**config.mk**
```make
export PLATFORM = sky130hd
export DESIGN_NAME = logic_unit_pipe
export DESIGN_NICKNAME = d
export VERILOG_FILES = /design/src/rtl/logic_unit_pipe.sv
export SDC_FILE = /design/constraint.sdc
export NUM_CORES = 1
export LEC_CHECK = 0
export ABC_AREA = 1
export CAP_MARGIN = 25
export CORE_MARGIN = 2
export CORE_UTILIZATION = 30
export CTS_CLUSTER_SIZE = 40
export DETAILED_ROUTE_END_ITERATION = 12
export PLACE_DENSITY_LB_ADDON = 0.3
export SYNTH_ARGS = -nofsm -noshare
export SYNTH_HDL_FRONTEND = slang
export SYNTH_SLANG_ARGS = --single-unit
export TNS_END_PERCENT = 5
```
**constraint.sdc**
```tcl
create_clock -name clk -period 5 [get_ports clk]
set_clock_uncertainty 0.1 [all_clocks]
set_input_delay 1 -clock clk [delete_from_list [all_inputs] [get_ports clk]]
set_output_delay 1 -clock clk [all_outputs]
set_load 0.02 [all_outputs]
```
**src/rtl/logic_unit_pipe.sv**
```systemverilog
`default_nettype none
// ============================================================================
// Module   : logic_unit_pipe
// Brief    : Bitwise logic unit with XOR accumulator and one registered output
//            stage under valid/ready handshakes on both sides.
// Revision : 1.0 - initial release
// ============================================================================
module logic_unit_pipe #(
    parameter int WIDTH = 4
) (
    input  logic             clk,
    input  logic             rst_n,
    input  logic             in_valid,
    output logic             in_ready,
    input  logic [WIDTH-1:0] in1,
    input  logic [WIDTH-1:0] in2,
    input  logic [2:0]       op,
    input  logic             acc_clr,
    output logic             out_valid,
    input  logic             out_ready,
    output logic [WIDTH-1:0] out,
    output logic             zero,
    output logic             parity
);

    localparam logic [2:0] c_OP_AND  = 3'b000;
    localparam logic [2:0] c_OP_OR   = 3'b001;
    localparam logic [2:0] c_OP_XOR  = 3'b010;
    localparam logic [2:0] c_OP_XNOR = 3'b011;
    localparam logic [2:0] c_OP_NAND = 3'b100;
    localparam logic [2:0] c_OP_NOR  = 3'b101;
    localparam logic [2:0] c_OP_NOT  = 3'b110;
    localparam logic [2:0] c_OP_ACCX = 3'b111;

    logic             r_out_valid;
    logic [WIDTH-1:0] r_out;
    logic             r_zero;
    logic             r_parity;
    logic [WIDTH-1:0] r_acc;

    logic             w_in_ready;
    logic             w_in_xfer;
    logic [WIDTH-1:0] w_acc_base;
    logic [WIDTH-1:0] w_result;

    // Ready is forced high while in reset so upstream never sees a stall there.
    assign w_in_ready = !rst_n || !r_out_valid || out_ready;
    assign w_in_xfer  = in_valid && w_in_ready;

    // A coincident clear is applied before accumulating.
    assign w_acc_base = acc_clr ? '0 : r_acc;

    always_comb begin
        w_result = '0;
        case (op)
            c_OP_AND:  w_result = in1 & in2;
            c_OP_OR:   w_result = in1 | in2;
            c_OP_XOR:  w_result = in1 ^ in2;
            c_OP_XNOR: w_result = ~(in1 ^ in2);
            c_OP_NAND: w_result = ~(in1 & in2);
            c_OP_NOR:  w_result = ~(in1 | in2);
            c_OP_NOT:  w_result = ~in1;
            c_OP_ACCX: w_result = w_acc_base ^ in1 ^ in2;
            default:   w_result = '0;
        endcase
    end

    always_ff @(posedge clk) begin
        if (!rst_n) begin
            r_out_valid <= 1'b0;
            r_out       <= '0;
            r_zero      <= 1'b0;
            r_parity    <= 1'b0;
        end else if (w_in_xfer) begin
            r_out_valid <= 1'b1;
            r_out       <= w_result;
            r_zero      <= (w_result == '0);
            r_parity    <= ^w_result;
        end else if (out_ready) begin
            r_out_valid <= 1'b0;
        end
    end

    always_ff @(posedge clk) begin
        if (!rst_n) begin
            r_acc <= '0;
        end else if (w_in_xfer && (op == c_OP_ACCX)) begin
            r_acc <= w_result;
        end else begin
            r_acc <= w_acc_base;
        end
    end

    assign in_ready  = w_in_ready;
    assign out_valid = r_out_valid;
    assign out       = r_out;
    assign zero      = r_zero;
    assign parity    = r_parity;

endmodule
`default_nettype wire

```
==> summary.md, run 1 <==
| Metric | Value |
|---|---|
| Status | `finished, final reports clean` |
| Slew HR | `0.6725` |
| Post-CTS resize count | `0` |
| CTS tree | `built` |
| Root buffer cell | `clkbuf_4` |
| Final Setup Violations | `0` |
| Req. time, crit path | `3.90 ns` |
| Yosys top cell area share | `0.2073` |
| Vias in the first global route | `939` |
| Clock buffer depth | `2` |
| First-pass GRT wire length | `4.036 mm` |
| Worst setup path class | `input pin to primary output` |
| Met1 track demand over resource | `0.1719` |
| Clock transition at path regs | `~0.06 ns` |
| Main area contributors after synthesis | `dfxtp_1 (21%), nand2_1 (13%), ha_1 (12%), inv_1 (9.2%), nand3_1 (8.5%)` |
| Leakage | `just under 0.7 nW` |
| Area of the die | `4033 µm²` |
| Area Growth Syn to Fin | `26.74%` |
| Clock insertion delay at the later pin of the skew report | `between 0.2 and 0.3 ns` |
| Synthesized area per cell | `roughly 6.2 µm²` |
| Most common cell in the netlist | `nand2_1` |
| Core ar. | `roughly 3400 µm²` |
| RSZ-0062 raised after global routing | `false` |
| Initial antenna violation count | `0` |
| Flops & latches, synth | `11` |
| Fin nets | `between 200 and 250` |
| Slew of the pin with the lowest slew margin | `around 0.49 ns` |
| Rows | `21` |
| Register area share after synthesis | `0.2073` |
| # DRC | `0` |
| Grt total ovfl | `0` |
| Pwr dens | `between 150 and 200 nW/µm²` |
| Final critical-path required period | `3.561 ns` |
| Total GRT Usage | `0.1210` |
| Num CTS Buffers | `3` |
| Die Y | `63.51 µm` |
| Final non-filler cell total | `238` |
| Max-cap violations | `0` |
| Largest net degree at the start of global routing | `14` |
| IO Count | `24` |
| Drt first pass iters | `4` |
| Main flop type after synthesis | `dfxtp_1` |
| Hold WC Path Type | `flip-flop to flip-flop` |
| Sum Neg Setup Slack | `0 ns` |
| DP Wirelength | `between 1.5 and 2 mm` |
| GR Util met3 | `0.03571` |
| Routed WL | `2.343 mm` |
| Count of final hold-check violations | `0` |
| Critical Path AT | `approximately 2.5 ns` |
| VDD IR max | `~0.00012 V` |
| Setup ws final | `1.439 ns` |
| Type of element launching the critical path | `input pin` |
| Synth area leader | `dfxtp_1` |
| CP Capture Type | `primary output` |
| Fraction of registers with async set/reset | `0` |
| Post-CTS Hold Fix Bufs | `0` |
| Netlist cell types | `23` |
| Final Cycle Share | `0.7122` |
| Mapped Area | `1062 µm²` |
| Max Slew Vio Count | `0` |
| Most frequent cells after synthesis | `nand2_1 (38), inv_1 (26), nand3_1 (18)` |
| ANT cells | `0` |
| Share of layout cells above drive strength 1 | `0.09896` |
| Met2 usage | `0.1842` |
| Sink count of the clock tree | `11` |
| Port Buffer Count | `23` |
| Gp weighted congestion | `between 0.7 and 0.8` |
| Maximum fanout along the worst path | `12` |
| Antenna-violating nets left | `0` |
| Vias | `around 1100` |
| Number of synthesized flops with an enable pin | `0` |
| Layer with the highest usage | `met2` |
| Per-cell routed wire length | `a little under 10 µm` |
| Finished Core Util | `0.4003` |
| Initial core utilization | `0.3158` |
| # fillers | `approximately 400` |
| Post-Place Worst Slack | `between 1 and 1.5 ns` |
| Peak Freq | `280.8 MHz` |
| Synthesized Nets | `between 150 and 200` |
| Via/cell ratio | `between 4 and 5` |
| Yosys warns | `0` |
| Hold WS | `~0.38 ns` |
| H-tree Lvls | `1` |
| Setup Buffers After CTS | `0` |
| Initial DRC count | `28` |
| Die width | `between 60 and 70 µm` |
| Mapped Cells | `170` |
| Placed insts | `between 200 and 250` |
[registers in the layout (all words and copies together) (netlist names)]
name	flops
out	4
out_valid	1
parity	1
r_acc	4
zero	1
[final timing paths]
path,slack (ns),endpoint,from,cells after the start
min,0.38,zero,zero,2
max reg2reg,3.48,parity,r_acc[3],9
min reg2reg,0.38,zero,zero,2
max,1.44,in_ready,rst_n,3
[per-layer routing]
metal	up-vias	wire, µm	share of wire
met4	0	0	0
met2	19	1036	0.44
met1	473	1204	0.51
met5	-	0	0
li1	596	-	-
met3	0	101	0.043
[per-stage QoR]
stage          area, µm²  power [mW]
3_5_place_dp        1320      0.1956
6_report            1346      0.2521
3_3_place_gp        1320      0.1954
4_1_cts             1346      0.2552
2_1_floorplan       1062      0.1607
5_1_grt             1346      0.2746
[placed cells by master, fill, tap and decap left out]
| master | Yosys | routed |
|---|---|---|
| clkdlybuf4s50_1 | 0 | 23 |
| a21oi_1 | 11 | 11 |
| nor2_2 | 2 | 2 |
| nor2_1 | 12 | 12 |
| dfxtp_1 | 11 | 11 |
| ha_1 | 10 | 10 |
| nand2_2 | 5 | 5 |
| nor3_4 | 1 | 1 |
| nor2_4 | 1 | 1 |
| xnor2_1 | 1 | 1 |
| o21ai_0 | 9 | 9 |
| inv_2 | 2 | 2 |
| nand3b_1 | 1 | 1 |
| or2_2 | 2 | 2 |
| o21ai_1 | 2 | 2 |
| nand2_1 | 38 | 38 |
| inv_1 | 26 | 26 |
| clkbuf_4 | 0 | 3 |
| nand4_1 | 9 | 9 |
| nand3_2 | 3 | 3 |
| a21boi_0 | 1 | 1 |
| clkbuf_1 | 0 | 1 |
| nand3_1 | 18 | 18 |
[report_power, final]
part	switching, mW	internal (mW)	leakage (nW)
Combinational	0.0540	0.0428	0.570
Sequential	0.00250	0.0936	0.0904
Clock	0.0283	0.0308	0.0150
[critical path, stage by stage]
cell             delay [ns]
clkdlybuf4s50_1        0.60
nand3b_1               0.24
clkdlybuf4s50_1        0.62
[area by class of cell]
type | instances | area, µm² | area share
multi-input combinational | 126 | 706.9 | 0.5251
timing repair buffer | 23 | 230.2 | 0.1710
sequential | 11 | 220.2 | 0.1636
inverter | 28 | 105.1 | 0.07807
tap | 46 | 57.56 | 0.04275
clock buffer | 4 | 26.28 | 0.01952
[logic make-up after synthesis]
family	share of synthesized area
compound gates	0.1107
xor+xnor	0.008247
fa+ha+maj	0.1178
buf+inv	0.1272
flops	0.2073
simple gates	0.4287
(Power assumes the default switching activity.)
==> inputs of run 2 (changes only) <==
Clock period 5 ns to 3.1 ns, I/O delays scaled along.
==> run 2 against run 1 <==
Against the previous run: wire length fell by 0.68%; power up 63%; utilization rose by 0.67 points; via count grew 1.9%; hold slack worse by 0.0090 ns; clock-buffer cell count is the same; critical endpoint unchanged; largest cell class unchanged; cell count up 1.3%; global-route usage up 0.15 points; combinational power up 66%.
==> summary.md, run 2 (same netlist as run 1, synthesis figures left out) <==
| Metric | Value |
|---|---|
| Share of layout cells above drive strength 1 | `0.1128 (+0.01386)` |
| Leakage | `0.6895 nW (+2.1%)` |
| Area Growth Syn to Fin | `28.86%` |
| Max Slew Vio Count | `0 (unchanged)` |
| # fillers | `393 (-1.3%)` |
| Grt total ovfl | `0 (unchanged)` |
| Initial core utilization | `0.3158 (unchanged)` |
| Num CTS Buffers | `3 (unchanged)` |
| Count of final hold-check violations | `0 (unchanged)` |
| CTS tree | `built` |
| Placed insts | `237 (+1.3%)` |
| Die width | `63.51 µm (unchanged)` |
| Final Cycle Share | `0.8213` |
| Finished Core Util | `0.4070 (+0.006696)` |
| CP most frequent cell | `clkdlybuf4s50_1` |
| Slew of the pin with the lowest slew margin | `0.2978 ns (-0.1919 ns)` |
| First-pass GRT wire length | `4.084 mm (+1.2%)` |
| Setup Buffers After CTS | `0 (unchanged)` |
| Crit path max-delay family | `buffers and inverters` |
| Final critical-path required period | `between 2 and 3 ns` |
| Pwr dens | `300.0 nW/µm² (+60%)` |
| Most frequent cells in the layout | `nand2_1 (38), inv_1 (26), clkdlybuf4s50_1 (23), nand3_1 (18), nor2_1 (12)` |
| Max-cap violations | `0 (unchanged)` |
| Reg2Reg Setup Slack | `1.62 ns (-1.86 ns)` |
| Placed cell area | `1343 µm² (+1.7%)` |
| Total GRT Usage | `0.1226 (+0.001535)` |
| Routed WL | `2.327 mm (-0.68%)` |
| Core ar. | `3363 µm² (unchanged)` |
| CP bufs+invs | `2 (unchanged)` |
| Area of the die | `4033 µm² (unchanged)` |
| Initial antenna violation count | `0 (unchanged)` |
| Clock buffer depth | `2 (unchanged)` |
| Worst reg2reg path startpoint | `r_acc[2]` |
| Largest net degree at the start of global routing | `13 (-1)` |
| Post-CTS resize count | `0 (unchanged)` |
| Req. time, crit path | `2.38 ns (-1.52 ns)` |
| Type of element launching the critical path | `input pin` |
| Drt first pass iters | `4 (unchanged)` |
| Vias | `1109 (+1.9%)` |
| H-tree Lvls | `1 (unchanged)` |
| Final Setup Violations | `0 (unchanged)` |
| VDD IR max | `0.0001545 V (+30%)` |
| Per-cell routed wire length | `9.656 µm (-1.9%)` |
| Clock transition at path regs | `0.07 ns (about the same)` |
| Final non-filler cell total | `241 (+1.3%)` |
| Pwr Total | `0.4106 mW (+63%)` |
| CP Capture Type | `primary output` |
| ANT cells | `0 (unchanged)` |
| CP peak stage delay | `0.62 ns (about the same)` |
| Hold path startpoint | `zero` |
| Vias in the first global route | `967 (+3.0%)` |
| Root buffer cell | `clkbuf_4` |
| Fin nets | `222 (+1.4%)` |
| Clock insertion delay at the later pin of the skew report | `0.26 ns (about the same)` |
| Slew HR | `0.8008 (+0.1283)` |
| Port Buffer Count | `23 (unchanged)` |
| Hold WC Path Type | `flip-flop to flip-flop` |
| R2r endpoint | `parity` |
| CP max-delay cell | `clkdlybuf4s50_1` |
| Post-CTS Hold Fix Bufs | `0 (unchanged)` |
| Antenna-violating nets left | `0 (unchanged)` |
| Rows | `21 (unchanged)` |
| Most common cell after layout, fill and taps aside | `nand2_1` |
| DP Wirelength | `1.875 mm (-2.1%)` |
| Sum Neg Setup Slack | `0 ns (unchanged)` |
| Worst Hold Depth | `2 (unchanged)` |
| RSZ-0062 raised after global routing | `false` |
| IO Count | `24 (unchanged)` |
| Peak Freq | `392.8 MHz` |
| Post-route cell area | `1369 µm² (+1.7%)` |
| Initial DRC count | `35 (+25%)` |
| Via/cell ratio | `4.602 (+0.66%)` |
| Reg2Reg Depth | `9 (unchanged)` |
| Maximum fanout along the worst path | `3 (-9)` |
| Critical Path AT | `1.83 ns (-0.63 ns)` |
| Status | `finished, final reports clean` |
| # DRC | `0 (unchanged)` |
| Sink count of the clock tree | `11 (unchanged)` |
| Hold Path Sink | `zero` |
| Gp weighted congestion | `0.7857 (about the same)` |
| Critical-path cell list | `clkdlybuf4s50_1 > nand3b_1 > clkdlybuf4s50_1` |
| Die Y | `63.51 µm (unchanged)` |
| Worst setup path class | `input pin to primary output` |
==> run 2: changes by cell type in the layout (fill, tap and decap cells not counted) <==
cell / before / now
buf_4: 0 / 3
==> run 2: how the worst max path moves through the flow <==
stage / start / endpoint / slack [ns] / cells past startpoint
floorplan: in1[2] / parity / 1.11 / 10
global placement: in1[0] / parity / 0.43 / 11
detailed placement: in1[0] / parity / 0.40 / 11
CTS: out_ready / in_ready / 0.54 / 3
global route: out_ready / in_ready / 0.50 / 3
finish: out_ready / in_ready / 0.55 / 3
==> run 2: layout make-up <==
cell class	count	area [µm²]	area share
tap	46	57.56	0.04205
inverter	28	105.1	0.07678
multi-input combinational	126	706.9	0.5165
clock buffer	4	26.28	0.01920
timing repair buffer	26	252.7	0.1846
sequential	11	220.2	0.1609
==> run 2: layer usage <==
layer / up-vias / global-route usage / part of all wire
li1: 602 / - / -
met1: 487 / 0.1797 / 0.52
met2: 20 / 0.1829 / 0.44
met3: 0 / 0.03750 / 0.044
met4: 0 / 0.008152 / 0
met5: - / 0 / 0
==> run 2: where the power goes <==
| part | total [mW] | internal, mW | switching, mW |
|---|---|---|---|
| clock | 0.0948 | 0.0497 | 0.0451 |
| sequential | 0.155 | 0.151 | 0.00416 |
| combinational | 0.161 | 0.0721 | 0.0886 |
==> run 2: through the flow <==
stage / hold WS (ns) / setup slack, ns
6_report: 0.3736 / 0.5540
5_1_grt: 0.4184 / 0.5020
4_1_cts: 0.3798 / 0.5425
3_5_place_dp: 0.3686 / 0.4021
3_3_place_gp: 0.3639 / 0.4332
2_1_floorplan: 0.4499 / 1.110
==> run 2: worst min-delay path: stages (launching register included) <==
cell	delay [ns]
dfxtp_1	0.31
nand2_1	0.05
a21boi_0	0.06
==> inputs of run 3 (changes only) <==
Clock period 3.1 ns to 2.3 ns, I/O delays scaled along.
==> run 3 against run 2 <==
Against the previous run: hold slack better by 0.017 ns; critical endpoint unchanged; highest routed layer is now met4; wire length rose by 9.7%; sequential cell count stayed put; clock-buffer cell count stayed put; global-route usage is 1.3 points higher; non-clock buffer count rose by 24.
==> summary.md, run 3 (same netlist as run 1, synthesis figures left out) <==
| Metric | Value |
|---|---|
| Post-route cell area | `1562 µm² (+14%)` |
| Final Setup Violations | `0 (unchanged)` |
| Total GRT Usage | `0.1357 (+0.01314)` |
| Crit path launch | `out_ready` |
| Most frequent cells in the layout | `nand2_1 (38), inv_1 (26), buf_4 (26), clkdlybuf4s50_1 (23), nand3_1 (18)` |
| Worst setup path class | `input pin to primary output` |
| Fin nets | `246 (+11%)` |
| Crit path max-delay family | `buffers and inverters` |
| Post-CTS resize count | `0 (unchanged)` |
| Initial core utilization | `0.3158 (unchanged)` |
| Vias in the first global route | `1060 (+9.6%)` |
| Hold WS | `0.3905 ns (+0.01693 ns)` |
| Vias | `1189 (+7.2%)` |
| Die Y | `63.51 µm (unchanged)` |
| Met3 routed WL | `81 µm (-21%)` |
| Crit path depth | `3 (unchanged)` |
| Drt first pass iters | `4 (unchanged)` |
| Slew of the pin with the lowest slew margin | `0.3291 ns (+0.03131 ns)` |
| Max-cap violations | `0 (unchanged)` |
| Critical path destination | `in_ready` |
| Reg2Reg Depth | `9 (unchanged)` |
| Reg2Reg Setup Slack | `0.83 ns (-0.79 ns)` |
| Share of layout cells above drive strength 1 | `0.2100 (+0.09723)` |
| Per-cell routed wire length | `9.630 µm (-0.26%)` |
| Req. time, crit path | `1.74 ns (-0.64 ns)` |
| CP peak stage delay | `0.62 ns (about the same)` |
| Clock buffer depth | `2 (unchanged)` |
| Root buffer cell | `clkbuf_4` |
| Placed cell area | `1535 µm² (+14%)` |
| CP most frequent cell | `clkdlybuf4s50_1` |
| CTS tree | `built` |
| Leakage | `0.8078 nW (+17%)` |
| Critical Path AT | `1.66 ns (-0.17 ns)` |
| Pwr dens | `383.6 nW/µm² (+28%)` |
| Max Used Layer | `met4` |
| Largest net degree at the start of global routing | `13 (unchanged)` |
| Gp weighted congestion | `0.7963 (+1.3%)` |
| Area of the die | `4033 µm² (unchanged)` |
| Sink count of the clock tree | `11 (unchanged)` |
| Max Slew Vio Count | `0 (unchanged)` |
| CP Capture Type | `primary output` |
| Peak Freq | `between 400 and 500 MHz` |
| Worst reg2reg path startpoint | `r_acc[2]` |
| Area Growth Syn to Fin | `47.00%` |
| DP Wirelength | `2.135 mm (+14%)` |
| Clock transition at path regs | `0.07 ns (about the same)` |
| Setup Buffers After CTS | `0 (unchanged)` |
| Post-Place Worst Slack | `-0.1738 ns (-0.5759 ns)` |
| Pwr Total | `0.5990 mW (+46%)` |
| Initial antenna violation count | `0 (unchanged)` |
| IO Count | `24 (unchanged)` |
| H-tree Lvls | `1 (unchanged)` |
| Antenna-violating nets left | `0 (unchanged)` |
| Via/cell ratio | `4.487 (-2.5%)` |
| Status | `finished, final reports clean` |
| Core ar. | `3363 µm² (unchanged)` |
| First-pass GRT wire length | `4.402 mm (+7.8%)` |
| Met2 WL | `1.214 mm (+19%)` |
| Setup ws final | `0.08266 ns (-0.4713 ns)` |
| Count of final hold-check violations | `0 (unchanged)` |
| # DRC | `0 (unchanged)` |
| RSZ-0062 raised after global routing | `false` |
| Final non-filler cell total | `265 (+10%)` |
| Die width | `63.51 µm (unchanged)` |
| Maximum fanout along the worst path | `3 (unchanged)` |
| Placed insts | `261 (+10%)` |
| Sum Neg Setup Slack | `0 ns (unchanged)` |
| Hold WC Path Type | `flip-flop to flip-flop` |
| Routed WL | `2.552 mm (+9.7%)` |
| Rows | `21 (unchanged)` |
| Grt total ovfl | `0 (unchanged)` |
| R2r endpoint | `parity` |
| CP bufs+invs | `2 (unchanged)` |
| Num CTS Buffers | `3 (unchanged)` |
| Final Cycle Share | `0.9641` |
| Metal-1 WL | `1.241 mm (+3.4%)` |
| Critical-path cell list | `clkdlybuf4s50_1 > nand3b_1 > clkdlybuf4s50_1` |
| Type of element launching the critical path | `input pin` |
| Slew HR | `0.7799 (-0.02094)` |
| Finished Core Util | `0.4643 (+0.05729)` |
| Post-CTS Hold Fix Bufs | `0 (unchanged)` |
| Clock insertion delay at the later pin of the skew report | `0.27 ns (about the same)` |
| Initial DRC count | `34 (-2.9%)` |
| Final critical-path required period | `about 2.2 ns` |
| VDD IR max | `0.0002328 V (+51%)` |
| CP max-delay cell | `clkdlybuf4s50_1` |
| Port Buffer Count | `23 (unchanged)` |
| Most common cell after layout, fill and taps aside | `nand2_1` |
| ANT cells | `0 (unchanged)` |
run 3: worst min-delay path: cells and delay by family (launching register included):
family / cells / cell delay (ns)
AO/OA/AOI/OAI: 1 / 0.07
flip-flops: 1 / 0.32
AND/OR/NAND/NOR: 1 / 0.06
run 3: where the power goes:
part	switching [mW]	total (mW)	internal [mW]
Clock	0.0634	0.131	0.0672
Combinational	0.127	0.259	0.131
Sequential	0.00615	0.210	0.203
Total	0.197	0.599	0.402
run 3: how the worst min path moves through the flow:
stage,slack [ns],cells after the start,from,end
6_report,0.39,2,zero,zero
3_3_place_gp,0.38,2,zero,zero
3_5_place_dp,0.38,2,zero,zero
5_1_grt,0.43,2,zero,zero
2_1_floorplan,0.45,2,zero,zero
4_1_cts,0.39,2,zero,zero
run 3: cell type report:
class | instances | area (µm²)
Multi-Input combinational cell | 126 | 706.9
Timing Repair Buffer | 50 | 445.4
Inverter | 28 | 105.1
Fill cell | 374 | 1802
Sequential cell | 11 | 220.2
Clock buffer | 4 | 26.28
Tap cell | 46 | 57.56
run 3: layer usage:
| metal | GRT usage | vias to the layer above |
|---|---|---|
| li1 | - | 653 |
| met1 | 0.1725 | 516 |
| met2 | 0.2237 | 18 |
| met3 | 0.03571 | 2 |
| met4 | 0.04076 | 0 |
| met5 | 0 | - |
